<file path="config.mk">
export PLATFORM = sky130hd
export DESIGN_NAME = cpu_boot_ctrl_flat
export DESIGN_NICKNAME = d
export VERILOG_FILES = /design/src/rtl/cpu_boot_ctrl_pkg.sv /design/src/rtl/cpu_boot_ctrl_if.sv /design/src/rtl/cpu_boot_ctrl.sv /design/src/flat_wrapper.sv
export SDC_FILE = /design/constraint.sdc
export NUM_CORES = 1
export LEC_CHECK = 0
export ABC_AREA = 1
export BUFFER_PORTS_ARGS = -buffer_cell sky130_fd_sc_hd__buf_2
export CAP_MARGIN = 20
export CORE_MARGIN = 2
export CORE_UTILIZATION = 45
export CTS_CLUSTER_SIZE = 40
export DETAILED_ROUTE_END_ITERATION = 10
export GPL_TIMING_DRIVEN = 0
export MAX_ROUTING_LAYER = met4
export PLACE_DENSITY = 0.76
export SLEW_MARGIN = 20
export SYNTH_ARGS = -nofsm -noshare
export SYNTH_HDL_FRONTEND = slang
export SYNTH_SLANG_ARGS = --single-unit
export TNS_END_PERCENT = 5
</file>
<file path="constraint.sdc">
create_clock -name clk -period 3.3 [get_ports clk]
set_input_delay 0.33 -clock clk [delete_from_list [all_inputs] [get_ports clk]]
set_output_delay 0.33 -clock clk [all_outputs]
set_load 0.1 [all_outputs]
</file>
<file path="src/rtl/cpu_boot_ctrl_pkg.sv">
// Shared constants and FSM state type for the CPU boot controller.
// Instruction-memory depth is tied to the word-address width.
package cpu_pkg;

  localparam int unsigned ADDR_W = 12;
  localparam int unsigned DEPTH  = 1 << ADDR_W;
  localparam int unsigned DATA_W = 32;

  typedef enum logic [1:0] {
    ST_IDLE = 2'd0,
    ST_LOAD = 2'd1,
    ST_RUN  = 2'd2,
    ST_HALT = 2'd3
  } state_e;

endpackage

</file>
<file path="src/rtl/cpu_boot_ctrl_if.sv">
// Image-load handshake and instruction-memory write port of the boot controller.
// The master side is the loader plus the memory; the slave side is the controller.
interface cpu_boot_ctrl_if #(
  parameter int unsigned ADDR_W = cpu_pkg::ADDR_W
);
  import cpu_pkg::*;

  logic              ld_valid;
  logic [DATA_W-1:0] ld_data;
  logic              ld_last;
  logic              ld_ready;
  logic              imem_we;
  logic [ADDR_W-1:0] imem_addr;
  logic [DATA_W-1:0] imem_wdata;

  modport master (
    output ld_valid, ld_data, ld_last,
    input  ld_ready, imem_we, imem_addr, imem_wdata
  );

  modport slave (
    input  ld_valid, ld_data, ld_last,
    output ld_ready, imem_we, imem_addr, imem_wdata
  );

endinterface

</file>
<file path="src/rtl/cpu_boot_ctrl.sv">
// Boot controller: streams an instruction image into memory, then runs,
// halts and single-steps the core through its reset and clock enable.
module cpu_boot_ctrl #(
  parameter int unsigned ADDR_W = cpu_pkg::ADDR_W,
  parameter int unsigned DEPTH  = cpu_pkg::DEPTH
) (
  input  logic              clk,
  input  logic              rst,
  input  logic              load_req,
  input  logic              run_req,
  input  logic              halt_req,
  input  logic              step_req,
  cpu_boot_ctrl_if.slave    bus,
  output logic              cpu_rst,
  output logic              cpu_en,
  output logic [1:0]        state_o,
  output logic [ADDR_W:0]   word_cnt,
  output logic              ovf_err
);
  import cpu_pkg::*;

  localparam logic [ADDR_W:0] LAST_ADDR = (ADDR_W+1)'(DEPTH - 1);

  state_e              state_q, state_d;
  logic [ADDR_W:0]     cnt_q, cnt_d;
  logic [ADDR_W-1:0]   addr_q, addr_d;
  logic [DATA_W-1:0]   wdata_q, wdata_d;
  logic                ovf_q, ovf_d;
  logic                we_q, we_d;
  logic                rdy_q, rdy_d;
  logic                crst_q, crst_d;
  logic                cen_q, cen_d;
  logic                hs;
  logic                step;

  // Next state, load datapath and registered core controls
  always_comb begin
    state_d = state_q;
    cnt_d   = cnt_q;
    addr_d  = addr_q;
    wdata_d = wdata_q;
    ovf_d   = ovf_q;
    we_d    = 1'b0;
    step    = 1'b0;
    hs      = rdy_q && bus.ld_valid;

    case (state_q)
      ST_IDLE: begin
        if (load_req)     state_d = ST_LOAD;
        else if (run_req) state_d = ST_RUN;
      end
      ST_LOAD: begin
        if (hs && (bus.ld_last || cnt_q == LAST_ADDR)) state_d = ST_IDLE;
      end
      ST_RUN: begin
        if (load_req)      state_d = ST_LOAD;
        else if (halt_req) state_d = ST_HALT;
      end
      ST_HALT: begin
        if (load_req)     state_d = ST_LOAD;
        else if (run_req) state_d = ST_RUN;
        else              step    = step_req;
      end
      default: state_d = ST_IDLE;
    endcase

    if (hs) begin
      we_d    = 1'b1;
      addr_d  = cnt_q[ADDR_W-1:0];
      wdata_d = bus.ld_data;
      cnt_d   = cnt_q + (ADDR_W+1)'(1);
      if (!bus.ld_last && cnt_q == LAST_ADDR) ovf_d = 1'b1;
    end

    // A fresh load restarts the counter and clears the sticky overflow
    if (state_d == ST_LOAD && state_q != ST_LOAD) begin
      cnt_d = '0;
      ovf_d = 1'b0;
    end

    rdy_d  = (state_d == ST_LOAD);
    crst_d = (state_d == ST_IDLE) || (state_d == ST_LOAD);
    cen_d  = (state_d == ST_RUN) || step;
  end

  always_ff @(posedge clk) begin
    if (!rst) begin
      state_q <= ST_IDLE;
      cnt_q   <= '0;
      addr_q  <= '0;
      wdata_q <= '0;
      ovf_q   <= 1'b0;
      we_q    <= 1'b0;
      rdy_q   <= 1'b0;
      crst_q  <= 1'b1;
      cen_q   <= 1'b0;
    end else begin
      state_q <= state_d;
      cnt_q   <= cnt_d;
      addr_q  <= addr_d;
      wdata_q <= wdata_d;
      ovf_q   <= ovf_d;
      we_q    <= we_d;
      rdy_q   <= rdy_d;
      crst_q  <= crst_d;
      cen_q   <= cen_d;
    end
  end

  assign state_o        = state_q;
  assign word_cnt       = cnt_q;
  assign ovf_err        = ovf_q;
  assign cpu_rst        = crst_q;
  assign cpu_en         = cen_q;
  assign bus.ld_ready   = rdy_q;
  assign bus.imem_we    = we_q;
  assign bus.imem_addr  = addr_q;
  assign bus.imem_wdata = wdata_q;

endmodule

</file>
<file path="src/flat_wrapper.sv">
// flat-port wrapper written by rule: the top's interface ports become plain ports
module cpu_boot_ctrl_flat import cpu_pkg::*;
#(
  parameter int unsigned ADDR_W = cpu_pkg::ADDR_W,
  parameter int unsigned DEPTH  = cpu_pkg::DEPTH
)
  (clk, rst, load_req, run_req, halt_req, step_req, cpu_rst, cpu_en, state_o, word_cnt, ovf_err, bus_ld_valid, bus_ld_data, bus_ld_last, bus_ld_ready, bus_imem_we, bus_imem_addr, bus_imem_wdata);
  cpu_boot_ctrl_if #(.ADDR_W(ADDR_W)) bus_i ();
  input  logic clk;
  input  logic rst;
  input  logic load_req;
  input  logic run_req;
  input  logic halt_req;
  input  logic step_req;
  output logic cpu_rst;
  output logic cpu_en;
  output logic [1:0] state_o;
  output logic [ADDR_W:0] word_cnt;
  output logic ovf_err;
  input wire logic [$bits(bus_i.ld_valid)-1:0] bus_ld_valid;
  input wire logic [$bits(bus_i.ld_data)-1:0] bus_ld_data;
  input wire logic [$bits(bus_i.ld_last)-1:0] bus_ld_last;
  output wire logic [$bits(bus_i.ld_ready)-1:0] bus_ld_ready;
  output wire logic [$bits(bus_i.imem_we)-1:0] bus_imem_we;
  output wire logic [$bits(bus_i.imem_addr)-1:0] bus_imem_addr;
  output wire logic [$bits(bus_i.imem_wdata)-1:0] bus_imem_wdata;
  assign bus_i.ld_valid = bus_ld_valid;
  assign bus_i.ld_data = bus_ld_data;
  assign bus_i.ld_last = bus_ld_last;
  assign bus_ld_ready = bus_i.ld_ready;
  assign bus_imem_we = bus_i.imem_we;
  assign bus_imem_addr = bus_i.imem_addr;
  assign bus_imem_wdata = bus_i.imem_wdata;
  cpu_boot_ctrl #(.ADDR_W(ADDR_W), .DEPTH(DEPTH)) u_core (.clk(clk), .rst(rst), .load_req(load_req), .run_req(run_req), .halt_req(halt_req), .step_req(step_req), .bus(bus_i), .cpu_rst(cpu_rst), .cpu_en(cpu_en), .state_o(state_o), .word_cnt(word_cnt), .ovf_err(ovf_err));
endmodule
</file>
==> reports/metrics.yaml <==
outcome:
  status: "finished, final reports clean"
setup_path:
  r2r_setup_slack_ns: 1.67
  startpoint_type: "register"
  path_class: "reg -> reg"
  required_ns: 3.52
  regToRegEndpoint: "u_core.word_cnt[6]"
  crit_arrival_ns: 1.85
  r2r_cells: 8
  worstSetupEndpointType: "register"
  critPathMaxFanout: 10
  timing.rr.start: "u_core.state_o[0]"
sta:
  fin_setup_tns_ns: 0
  setup_viol: 0
  relSlewSlack_pct: 66.5
  worstMarginPinSlew_ns: 0.505
  fin_crit_ns: 1.63
  grt_setup_unrepaired: "false"
  maxSlewViolCount: 0
  timing.final.hold_violations: 0
  clock.fmax_mhz: 612
  skew_ns: 0.00434
  min_period_over_period_pct: 49.5
global_route:
  grt_overflow: 0
  grt_pass1_wl_um: 9870
  antenna_found_initial: 0
  grt_max_degree: 11
  grt.total_usage_pct: 20.7
  grt_pass1_vias: 2146
die:
  die_w_um: 78.8
  io_pins: 104
  dieArea_um2: 6210
  rows: 27
  start_util_pct: 46.3
  dieHeight_um: 78.8
  core_area_um2: 5440
power:
  ir_drop_v: 0.000315
  p_switching_uw: 952
  p_sw_share_pct: 40.8
  power_frac_comb_pct: 33.2
  p_leak_uw: 0.00162
  pwr-share-clk_pct: 29.3
  p_int_uw: 1380
  pwr-share-seq_pct: 37.4
  p_per_area_nw_per_um2: 700
synth:
  synth-seq-cells: 64
  synth_area_leaders: "dfxtp_1 51%, nor2_1 13%, o21ai_0 9.5%"
  ys_seq_area_share_pct: 50.9
  synth.most_common_cell: "nor2_1"
  synthFlopType: "dfxtp_1"
  yosysWarningCount: 0
  synth_top_cells_by_count: "88 x nor2_1, 64 x dfxtp_1, 48 x o21ai_0"
  yosysUniqueCellTypes: 26
  avgSynthCellArea_um2: 7.97
  yosys.area.top_type: "dfxtp_1"
  synth_area_um2: 2520
  yosysTopAreaCellShare_pct: 50.9
  synthCells: 316
  synthArstFlopShare_pct: 0
  synth_edf_count: 0
  syn-num-nets: 360
cts:
  cts_tree: "built"
  cts_made_buffers: 9
  cts.sinks: 64
  post_cts_buffers: 0
  htreeDepth: 3
  root_buffer: "clkbuf_8"
  holdBufCountCts: 0
  cts_resized: 0
  clk_pin_slew_ns: 0.07
  clock_latency_ns: 0.33
  cts_buffer_depth: 2
placement:
  place.gp.congestion: 0.782
  portBuffers: 103
  hpwl_um: 4290
  dp_cells: 491
drt:
  dr_wl_met3_um: 438
  m1WireLength_um: 2680
  met2WireLength_um: 2620
  drt_iter0_markers: 69
  drc: 0
  drt-total-wl_um: 5900
  wl_per_cell_um: 11.7
  viasPerCell: 4.67
  top_layer: "met4"
  drt_pre_antenna_iters: 4
  drtAntennaViolNets: 0
  vias: 2365
min_path:
  hold_end: "u_core.cpu_en"
  min_path_cells: 3
  hold_path_class: "in -> reg"
  min_from: "step_req"
flow_run:
  cap_violations: 0
layout:
  fillers: 522
  ff_latch_area_um2: 1280
  multi_input_area_um2: 1060
  antenna_cells: 0
  num-nets-final: 474
  fin_cells: 506
  syn_to_final_growth_pct: 32.2
  layout-drive-gt1-share_pct: 33.6
[metrics by stage]
step                      utilization (%)  total power, uW  hold slack, ns  cell area, um2  setup slack [ns]
final                                61.2             2330           0.249            3330              1.67
after global placement               57.4             1660           0.458            3120              1.71
after detailed placement             57.4             1670           0.466            3120              1.70
after CTS                            61.2             2350           0.236            3330              1.67
after floorplan                         -             1530           0.487            2520              1.09
after global routing                 61.2             2430           0.249            3330              1.54
[metal layers]
| layer | vias up | GRT usage [%] |
|---|---|---|
| met5 | - | - |
| met4 | 0 | 10.3 |
| met3 | 15 | 5.11 |
| met2 | 80 | 32.0 |
| met1 | 1042 | 25.4 |
| li1 | 1228 | - |
[worst max path at each step]
stage                            start                   to  slack, ns  depth (start not counted)
global route         u_core.state_o[0]   u_core.word_cnt[2]       1.54                          8
floorplan           u_core.word_cnt[1]  u_core.word_cnt[10]       1.09                          9
global placement     u_core.state_o[0]   u_core.word_cnt[7]       1.71                          8
CTS                  u_core.state_o[0]   u_core.word_cnt[2]       1.67                          8
finish               u_core.state_o[0]   u_core.word_cnt[6]       1.67                          8
detailed placement   u_core.state_o[0]  u_core.word_cnt[10]       1.70                          8
[layout make-up]
class                           count  area share, %
Tap cell                           72           2.71
Buffer                             16           2.56
Multi-Input combinational cell    212           31.9
Clock buffer                       12           4.96
Clock inverter                      3           1.20
Timing Repair Buffer              103           15.5
Inverter                           24           2.71
Sequential cell                    64           38.5
[worst max-delay path: stages (launching register included)]
cell	delay, ns
dfxtp_1	0.44
inv_1	0.09
ha_1	0.30
o21bai_1	0.07
a21oi_1	0.19
nand3_2	0.13
nand2_4	0.12
buf_12	0.15
nor2_2	0.03
[kinds of logic (layout without fill, tap and decap cells)]
group	Yosys count	count (layout)	synth area share (%)
buffers and inverters	40	158	6.95
xor gates and xnor gates	10	10	3.48
and+or+nand+nor	140	140	25.0
DFF	64	64	50.9
adders and majority gates	4	4	1.99
AOI/OAI and AO/OA	58	58	11.7
[sequential cells by signal, summed over array words and instances (netlist names)]
name / count
u_core.state_o: 2
u_core.bus.imem_addr: 12
u_core.bus.imem_we: 1
u_core.bus.ld_ready: 1
u_core.ovf_err: 1
u_core.word_cnt: 13
u_core.bus.imem_wdata: 32
u_core.cpu_en: 1
u_core.cpu_rst: 1
[power by group through the flow]
stage | clock, uW | sequential, uW | combinational, uW
after detailed placement | 0 | 890 | 777
after global routing | 730 | 880 | 820
after floorplan | 0 | 1360 | 174
after global placement | 0 | 887 | 770
after CTS | 699 | 873 | 779
final | 684 | 873 | 774
[cells in the final DEF, fill, tap and decap left out]
| master | n |
|---|---|
| nand2_2 | 1 |
| nor3b_1 | 1 |
| nand3_2 | 3 |
| inv_2 | 1 |
| nand3_1 | 3 |
| xnor2_1 | 2 |
| and3_1 | 1 |
| clkbuf_1 | 8 |
| a21boi_0 | 1 |
| inv_1 | 23 |
| o21bai_1 | 1 |
| bufinv_16 | 1 |
| clkbuf_8 | 12 |
| nor2_2 | 12 |
| nand4_4 | 1 |
| o21ai_0 | 48 |
| ha_1 | 4 |
| nand2_4 | 1 |
| nor3_1 | 2 |
| nor2_1 | 88 |
| nand2_1 | 23 |
| nand4_1 | 3 |
| a21oi_1 | 8 |
| clkinv_2 | 2 |
| nor2_4 | 1 |
| buf_12 | 1 |
| buf_2 | 110 |
| dfxtp_1 | 64 |
| xor2_1 | 8 |
Power figures use the tool's default switching activity.
